File: src/rtl/kong_pkg.sv
// kong_pkg: game-state and animation encodings plus sprite colours for the Kong animator
package kong_pkg;
    typedef enum logic {
        KONG_INITIAL = 1'b0,
        KONG_PLAYING = 1'b1
    } game_state_e;
    typedef enum logic [1:0] {
        ANIM_NORMAL = 2'b00,
        ANIM_GET    = 2'b01,
        ANIM_HOLD   = 2'b10,
        ANIM_DROP   = 2'b11
    } anim_state_e;
    localparam logic [11:0] KONG_COL_NORMAL = 12'h0FF;
    localparam logic [11:0] KONG_COL_GET    = 12'h00F;
    localparam logic [11:0] KONG_COL_HOLD   = 12'h0F0;
    localparam logic [11:0] KONG_COL_DROP   = 12'hF00;
    localparam logic [11:0] KONG_COL_BG     = 12'hFFF;
    function automatic logic [11:0] anim_colour(anim_state_e s);
        return s == ANIM_GET  ? KONG_COL_GET  :
               s == ANIM_HOLD ? KONG_COL_HOLD :
               s == ANIM_DROP ? KONG_COL_DROP : KONG_COL_NORMAL;
    endfunction
endpackage

File: src/rtl/kong_sprite_anim_if.sv
// kong_sprite_anim_if: game-logic / scan inputs and pixel / animation outputs of the Kong animator
interface kong_sprite_anim_if;
    import kong_pkg::*;
    logic        frame_tick;
    logic        state;
    logic        throw_req;
    logic [9:0]  cx;
    logic [8:0]  cy;
    logic [9:0]  posX;
    logic [8:0]  posY;
    logic [11:0] ocolor;
    logic        opaque;
    anim_state_e animation_state;
    logic        barrel_spawn;
    logic        busy;
    modport master (
        output frame_tick, state, throw_req, cx, cy, posX, posY,
        input  ocolor, opaque, animation_state, barrel_spawn, busy
    );
    modport slave (
        input  frame_tick, state, throw_req, cx, cy, posX, posY,
        output ocolor, opaque, animation_state, barrel_spawn, busy
    );
endinterface

File: src/rtl/kong_anim_fsm.sv
// kong_anim_fsm: frame-timed NORMAL->GET->HOLD->DROP throw sequencer with one queued request
module kong_anim_fsm
    import kong_pkg::*;
#(
    parameter int GET_FRAMES  = 16,
    parameter int HOLD_FRAMES = 24,
    parameter int DROP_FRAMES = 8,
    parameter int CNT_W       = 8
) (
    input  logic        clk,
    input  logic        rst_n,
    input  logic        playing,
    input  logic        frame_tick,
    input  logic        throw_req,
    output anim_state_e anim,
    output logic        barrel_spawn,
    output logic        busy
);
    localparam logic [CNT_W-1:0] GET_LAST  = CNT_W'(GET_FRAMES - 1);
    localparam logic [CNT_W-1:0] HOLD_LAST = CNT_W'(HOLD_FRAMES - 1);
    localparam logic [CNT_W-1:0] DROP_LAST = CNT_W'(DROP_FRAMES - 1);

    anim_state_e      anim_q, anim_d;
    logic [CNT_W-1:0] cnt_q, cnt_d;
    logic             pending_q, pending_d;
    logic             spawn_q, spawn_d;
    logic             last;

    always_ff @(posedge clk) begin
        if (!rst_n) begin
            anim_q    <= ANIM_NORMAL;
            cnt_q     <= '0;
            pending_q <= 1'b0;
            spawn_q   <= 1'b0;
        end else begin
            anim_q    <= anim_d;
            cnt_q     <= cnt_d;
            pending_q <= pending_d;
            spawn_q   <= spawn_d;
        end
    end

    always_comb begin
        anim_d    = anim_q;
        cnt_d     = cnt_q;
        pending_d = pending_q;
        last      = cnt_q == (anim_q == ANIM_GET  ? GET_LAST :
                              anim_q == ANIM_HOLD ? HOLD_LAST : DROP_LAST);
        if (!playing) begin
            anim_d    = ANIM_NORMAL;
            cnt_d     = '0;
            pending_d = 1'b0;
        end else if (anim_q == ANIM_NORMAL) begin
            if (throw_req || pending_q) begin
                anim_d    = ANIM_GET;
                cnt_d     = '0;
                pending_d = 1'b0;
            end
        end else begin
            // a request while busy is remembered once; DROP wraps to NORMAL via the 2-bit add
            pending_d = pending_q | throw_req;
            if (frame_tick) begin
                cnt_d  = last ? '0 : cnt_q + 1'b1;
                anim_d = last ? anim_state_e'(anim_q + 2'd1) : anim_q;
            end
        end
    end

    always_comb begin
        spawn_d = anim_q == ANIM_HOLD && anim_d == ANIM_DROP;
        busy    = anim_q != ANIM_NORMAL;
    end

    assign anim         = anim_q;
    assign barrel_spawn = spawn_q;
endmodule

File: src/rtl/kong_sprite_anim.sv
// kong_sprite_anim: Kong throw animation plus registered bounding-box pixel colouring
module kong_sprite_anim
    import kong_pkg::*;
#(
    parameter int WIDTH       = 120,
    parameter int HEIGHT      = 160,
    parameter int GET_FRAMES  = 16,
    parameter int HOLD_FRAMES = 24,
    parameter int DROP_FRAMES = 8,
    parameter int CNT_W       = 8
) (
    input logic clk,
    input logic rst_n,
    kong_sprite_anim_if.slave bus
);
    localparam logic [10:0] HALF_W = 11'(WIDTH / 2);
    localparam logic [10:0] FULL_W = 11'(WIDTH);
    localparam logic [10:0] HALF_H = 11'(HEIGHT / 2);
    localparam logic [10:0] FULL_H = 11'(HEIGHT);

    anim_state_e anim;
    logic        playing, inside_x, inside_y;
    logic [10:0] sx, sy;
    logic        opaque_q, opaque_d;
    logic [11:0] ocolor_q, ocolor_d;

    assign playing = bus.state == KONG_PLAYING;

    kong_anim_fsm #(
        .GET_FRAMES (GET_FRAMES),
        .HOLD_FRAMES(HOLD_FRAMES),
        .DROP_FRAMES(DROP_FRAMES),
        .CNT_W      (CNT_W)
    ) u_fsm (
        .clk         (clk),
        .rst_n       (rst_n),
        .playing     (playing),
        .frame_tick  (bus.frame_tick),
        .throw_req   (bus.throw_req),
        .anim        (anim),
        .barrel_spawn(bus.barrel_spawn),
        .busy        (bus.busy)
    );

    // shifting the scan point by half the box keeps every term non-negative, so no wrap near 0 or 1023
    always_comb begin
        sx       = {1'b0, bus.cx} + HALF_W;
        sy       = {2'b0, bus.cy} + HALF_H;
        inside_x = sx >= {1'b0, bus.posX} && sx < {1'b0, bus.posX} + FULL_W;
        inside_y = sy >= {2'b0, bus.posY} && sy < {2'b0, bus.posY} + FULL_H;
        opaque_d = playing && inside_x && inside_y;
        ocolor_d = opaque_d ? anim_colour(anim) : KONG_COL_BG;
    end

    always_ff @(posedge clk) begin
        if (!rst_n) begin
            opaque_q <= 1'b0;
            ocolor_q <= KONG_COL_BG;
        end else begin
            opaque_q <= opaque_d;
            ocolor_q <= ocolor_d;
        end
    end

    assign bus.opaque          = opaque_q;
    assign bus.ocolor          = ocolor_q;
    assign bus.animation_state = anim;
endmodule

File: src/flat_wrapper.sv
// flat-port wrapper written by rule: the top's interface ports become plain ports
module kong_sprite_anim_flat import kong_pkg::*;
#(
    parameter int WIDTH       = 120,
    parameter int HEIGHT      = 160,
    parameter int GET_FRAMES  = 16,
    parameter int HOLD_FRAMES = 24,
    parameter int DROP_FRAMES = 8,
    parameter int CNT_W       = 8
)
  (clk, rst_n, bus_frame_tick, bus_state, bus_throw_req, bus_cx, bus_cy, bus_posX, bus_posY, bus_ocolor, bus_opaque, bus_animation_state, bus_barrel_spawn, bus_busy);
  kong_sprite_anim_if bus_i ();
  input logic clk;
  input logic rst_n;
  input wire logic [$bits(bus_i.frame_tick)-1:0] bus_frame_tick;
  input wire logic [$bits(bus_i.state)-1:0] bus_state;
  input wire logic [$bits(bus_i.throw_req)-1:0] bus_throw_req;
  input wire logic [$bits(bus_i.cx)-1:0] bus_cx;
  input wire logic [$bits(bus_i.cy)-1:0] bus_cy;
  input wire logic [$bits(bus_i.posX)-1:0] bus_posX;
  input wire logic [$bits(bus_i.posY)-1:0] bus_posY;
  output wire logic [$bits(bus_i.ocolor)-1:0] bus_ocolor;
  output wire logic [$bits(bus_i.opaque)-1:0] bus_opaque;
  output wire logic [$bits(bus_i.animation_state)-1:0] bus_animation_state;
  output wire logic [$bits(bus_i.barrel_spawn)-1:0] bus_barrel_spawn;
  output wire logic [$bits(bus_i.busy)-1:0] bus_busy;
  assign bus_i.frame_tick = bus_frame_tick;
  assign bus_i.state = bus_state;
  assign bus_i.throw_req = bus_throw_req;
  assign bus_i.cx = bus_cx;
  assign bus_i.cy = bus_cy;
  assign bus_i.posX = bus_posX;
  assign bus_i.posY = bus_posY;
  assign bus_ocolor = bus_i.ocolor;
  assign bus_opaque = bus_i.opaque;
  assign bus_animation_state = bus_i.animation_state;
  assign bus_barrel_spawn = bus_i.barrel_spawn;
  assign bus_busy = bus_i.busy;
  kong_sprite_anim #(.WIDTH(WIDTH), .HEIGHT(HEIGHT), .GET_FRAMES(GET_FRAMES), .HOLD_FRAMES(HOLD_FRAMES), .DROP_FRAMES(DROP_FRAMES), .CNT_W(CNT_W)) u_core (.clk(clk), .rst_n(rst_n), .bus(bus_i));
endmodule
File: config.mk
export PLATFORM = sky130hd
export DESIGN_NAME = kong_sprite_anim_flat
export DESIGN_NICKNAME = d
export VERILOG_FILES = /design/src/rtl/kong_pkg.sv /design/src/rtl/kong_sprite_anim_if.sv /design/src/rtl/kong_anim_fsm.sv /design/src/rtl/kong_sprite_anim.sv /design/src/flat_wrapper.sv
export SDC_FILE = /design/constraint.sdc
export NUM_CORES = 1
export LEC_CHECK = 0
export ABC_AREA = 0
export CAP_MARGIN = 20
export CELL_PAD_IN_SITES_DETAIL_PLACEMENT = 1
export CELL_PAD_IN_SITES_GLOBAL_PLACEMENT = 1
export CORE_MARGIN = 2
export CORE_UTILIZATION = 34
export DETAILED_ROUTE_END_ITERATION = 10
export PLACE_DENSITY = 0.93
export SYNTH_ARGS = -nofsm -noshare
export SYNTH_HDL_FRONTEND = slang
export SYNTH_SLANG_ARGS = --single-unit
File: constraint.sdc
create_clock -name clk -period 3.3 [get_ports clk]
set_input_delay 0.495 -clock clk [delete_from_list [all_inputs] [get_ports clk]]
set_output_delay 0.495 -clock clk [all_outputs]
set_load 0.02 [all_outputs]
==> out/metrics.yaml <==
drt:
  final_wl_mm: 4.90
  drcViolationCount: 0
  drt_wl_cell_um: 13.5
  drt_pass1_iterations: 4
  drtAntennaViolNets: 0
  dr.first_iter.drc_count: 33
  vias_per_cell: 5.10
  detailroute.via_count: 1850
run_status:
  run_status: "completed"
pwr:
  peakVddDrop_mv: 0.147
  clock_power_share_pct: 27.3
  net-switching-power_uw: 205
  cellPowerDensity_nw_per_um2: 246
  p_int_uw: 437
  power.total_uw: 641
  power.share.sequential_pct: 30.9
  swShare_pct: 31.9
  p_leak_nw: 1.21
  power_frac_comb_pct: 41.9
placed_design:
  place.gp.congestion: 0.851
  port_buffers: 59
  detailed_place.area_um2: 2550
  pre_cts_setup_slack_ps: 138
  hpwlAfterDp_mm: 4.27
  placed_cells: 359
global_route:
  grt_antenna_before_repair: 0
  grt_overflow: 0
  grt_pass1_wl_mm: 8.34
  first_global_vias: 1925
  grt_start_max_net_pins: 10
  grt_usage_pct: 16.0
clock_network:
  root_buffer: "sky130_fd_sc_hd__clkbuf_8"
  post-cts-setup-buffers: 0
  holdBufCountCts: 0
  cts.clk_slew.worst_paths_ps: 70
  cts_tree: "yes"
  post_cts_resize_count: 0
  cts_inserted_buffers: 3
  cts-htree-levels: 1
  cts-root-to-sink-buffers: 2
  clk_lat_worst_skew_ps: 250
  tritoncts_num_sinks: 16
yosys:
  syn-cell-area_um2: 1940
  netlist.top_cell.by_area: "sky130_fd_sc_hd__ha_1"
  syn-num-nets: 323
  post_synthesis_async_set_or_reset_flop_share_pct: 0
  synth_cells: 238
  synth.most_common_cell: "sky130_fd_sc_hd__ha_1"
  post_synth_most_frequent_cells: "sky130_fd_sc_hd__ha_1 (42), sky130_fd_sc_hd__inv_1 (30), sky130_fd_sc_hd__a21oi_1 (17), sky130_fd_sc_hd__nand2_1 (17), sky130_fd_sc_hd__dfxtp_1 (16)"
  postSynthRegisterBits: 16
  netlist.area_leader.share_pct: 27.1
  syn_avg_cell_area_um2: 8.15
  synth_area_leaders: "sky130_fd_sc_hd__ha_1 (27%), sky130_fd_sc_hd__dfxtp_1 (17%), sky130_fd_sc_hd__xnor2_1 (5.9%)"
  synthDistinctLibCells: 44
  ys_seq_area_share_pct: 16.5
  synth_enable_flop_cells: 0
  synthesis.yosys.warnings: 0
  synth_top_flop_cell: "sky130_fd_sc_hd__dfxtp_1"
floorplan:
  floorplan.die_area_um2: 6330
  row_count: 27
  floorplan.die.width_um: 79.6
  placeableCoreArea_um2: 5510
  starting_density_pct: 35.2
  io-pin-count: 60
  die-height_um: 79.6
timing:
  setup-violations-final: 0
  worst_slew_pin_slew_ps: 531
  max_slew_margin_pct: 64.4
  drv_slew: 0
  skew_ps: 2.38
  rsz0062_at_grt: "no"
  post-route-period-util_pct: 89.5
  finalWorstSetupSlack_ps: 348
  hold_viol_final: 0
  timing.final.crit_period_ps: 2950
  total_negative_slack_ps: 0
  max_freq_mhz: 339
  hold-worst-slack_ps: 502
setup_path:
  worstPathCellList: "clkdlybuf4s50_1, ha_1, o21ai_1, xnor2_1, ha_1, a21o_1, a2111oi_0, o21ai_1, a211oi_2, o2111ai_1"
  worstSetupStartpointType: "input pin"
  crit_type: "input pin to flop"
  cpPeakStageDelay_ps: 450
  worst_path_fanout_max: 4
  worst-endpoint-arrival_ps: 3070
  worstSetupEndpointType: "flop"
  slowest_stage_cell_crit_path: "sky130_fd_sc_hd__clkdlybuf4s50_1"
  cp_data_required_time_ps: 3420
cells_and_area:
  final.fill_count: 675
  multiInputGateArea_um2: 1430
  final_cell_count_no_fill: 363
  synthToLayoutAreaGrowth_pct: 34.2
  finish.net_count: 377
  fin_util_pct: 47.3
  stdcell_area_um2: 2600
  regArea_um2: 320
  antenna_cells: 0
  layout-drive-gt1-share_pct: 4.47
run:
  max_cap_violations: 0
min_path:
  hold_class: "flop to flop"
-- path summary, 6_finish.rpt --
kind         cells after the start                        end              startpoint  slack, ps
max                             10       u_core.bus.ocolor[7]               bus_cy[4]        350
min                              2     u_core.u_fsm.pending_q  u_core.u_fsm.pending_q        500
max reg2reg                      6  u_core.u_fsm.barrel_spawn    u_core.u_fsm.anim[0]       1290
min reg2reg                      2     u_core.u_fsm.pending_q  u_core.u_fsm.pending_q        500
-- power groups by stage --
stage | combinational, mW | sequential (mW) | clock [mW]
5_1_grt | 0.302 | 0.198 | 0.189
3_3_place_gp | 0.254 | 0.202 | 0
4_1_cts | 0.272 | 0.198 | 0.179
2_1_floorplan | 0.154 | 0.204 | 0
3_5_place_dp | 0.270 | 0.202 | 0
6_report | 0.268 | 0.198 | 0.175
-- placed cells by master, fill, tap and decap left out, drive strengths merged, types with 5 or more instances in the layout --
cell / instances
and3: 5
inv: 32
dfxtp: 16
xnor2: 13
o21ai: 7
nand3: 11
ha: 42
xor2: 11
nor2: 12
a21oi: 18
clkdlybuf4s50: 59
nand4: 5
nand2: 17
-- kinds of logic after synthesis --
| family | synth area share [%] |
|---|---|
| buffers and inverters | 9.93 |
| flip-flops | 16.5 |
| XOR/XNOR | 10.8 |
| adder cells (fa/ha/maj) | 27.1 |
| multiplexers | 1.10 |
| AO/OA/AOI/OAI | 14.3 |
| AND/OR/NAND/NOR | 20.2 |
-- sequential cells by signal, indices dropped and copies added, names as in the netlist --
| signal | cells |
|---|---|
| u_core.u_fsm.pending_q | 1 |
| u_core.bus.opaque | 1 |
| u_core.u_fsm.cnt_q | 8 |
| u_core.u_fsm.barrel_spawn | 1 |
| u_core.u_fsm.anim | 2 |
| u_core.bus.ocolor | 3 |
-- critical path: cells and delay by family --
family / cells / cell delay [ps]
AOI/OAI and AO/OA: 6 / 1400
adders and majority gates: 2 / 540
buffers and inverters: 1 / 450
xor gates and xnor gates: 1 / 200
-- metal layers --
metal	share of wire, %	vias up	wire length [µm]	GRT usage [%]
met1	43	876	2120	18.3
li1	-	932	-	-
met2	52	40	2560	32.0
met4	0.27	0	13	1.03
met5	0	-	0	0
met3	4.1	2	200	2.38
-- layout make-up --
type,instances,area share [%]
multi-input combinational,180,54.8
tap,72,3.46
clock buffer,4,2.11
inverter,32,4.61
sequential,16,12.3
timing repair buffer,59,22.7
No activity file was read; power rests on OpenSTA's default activity.
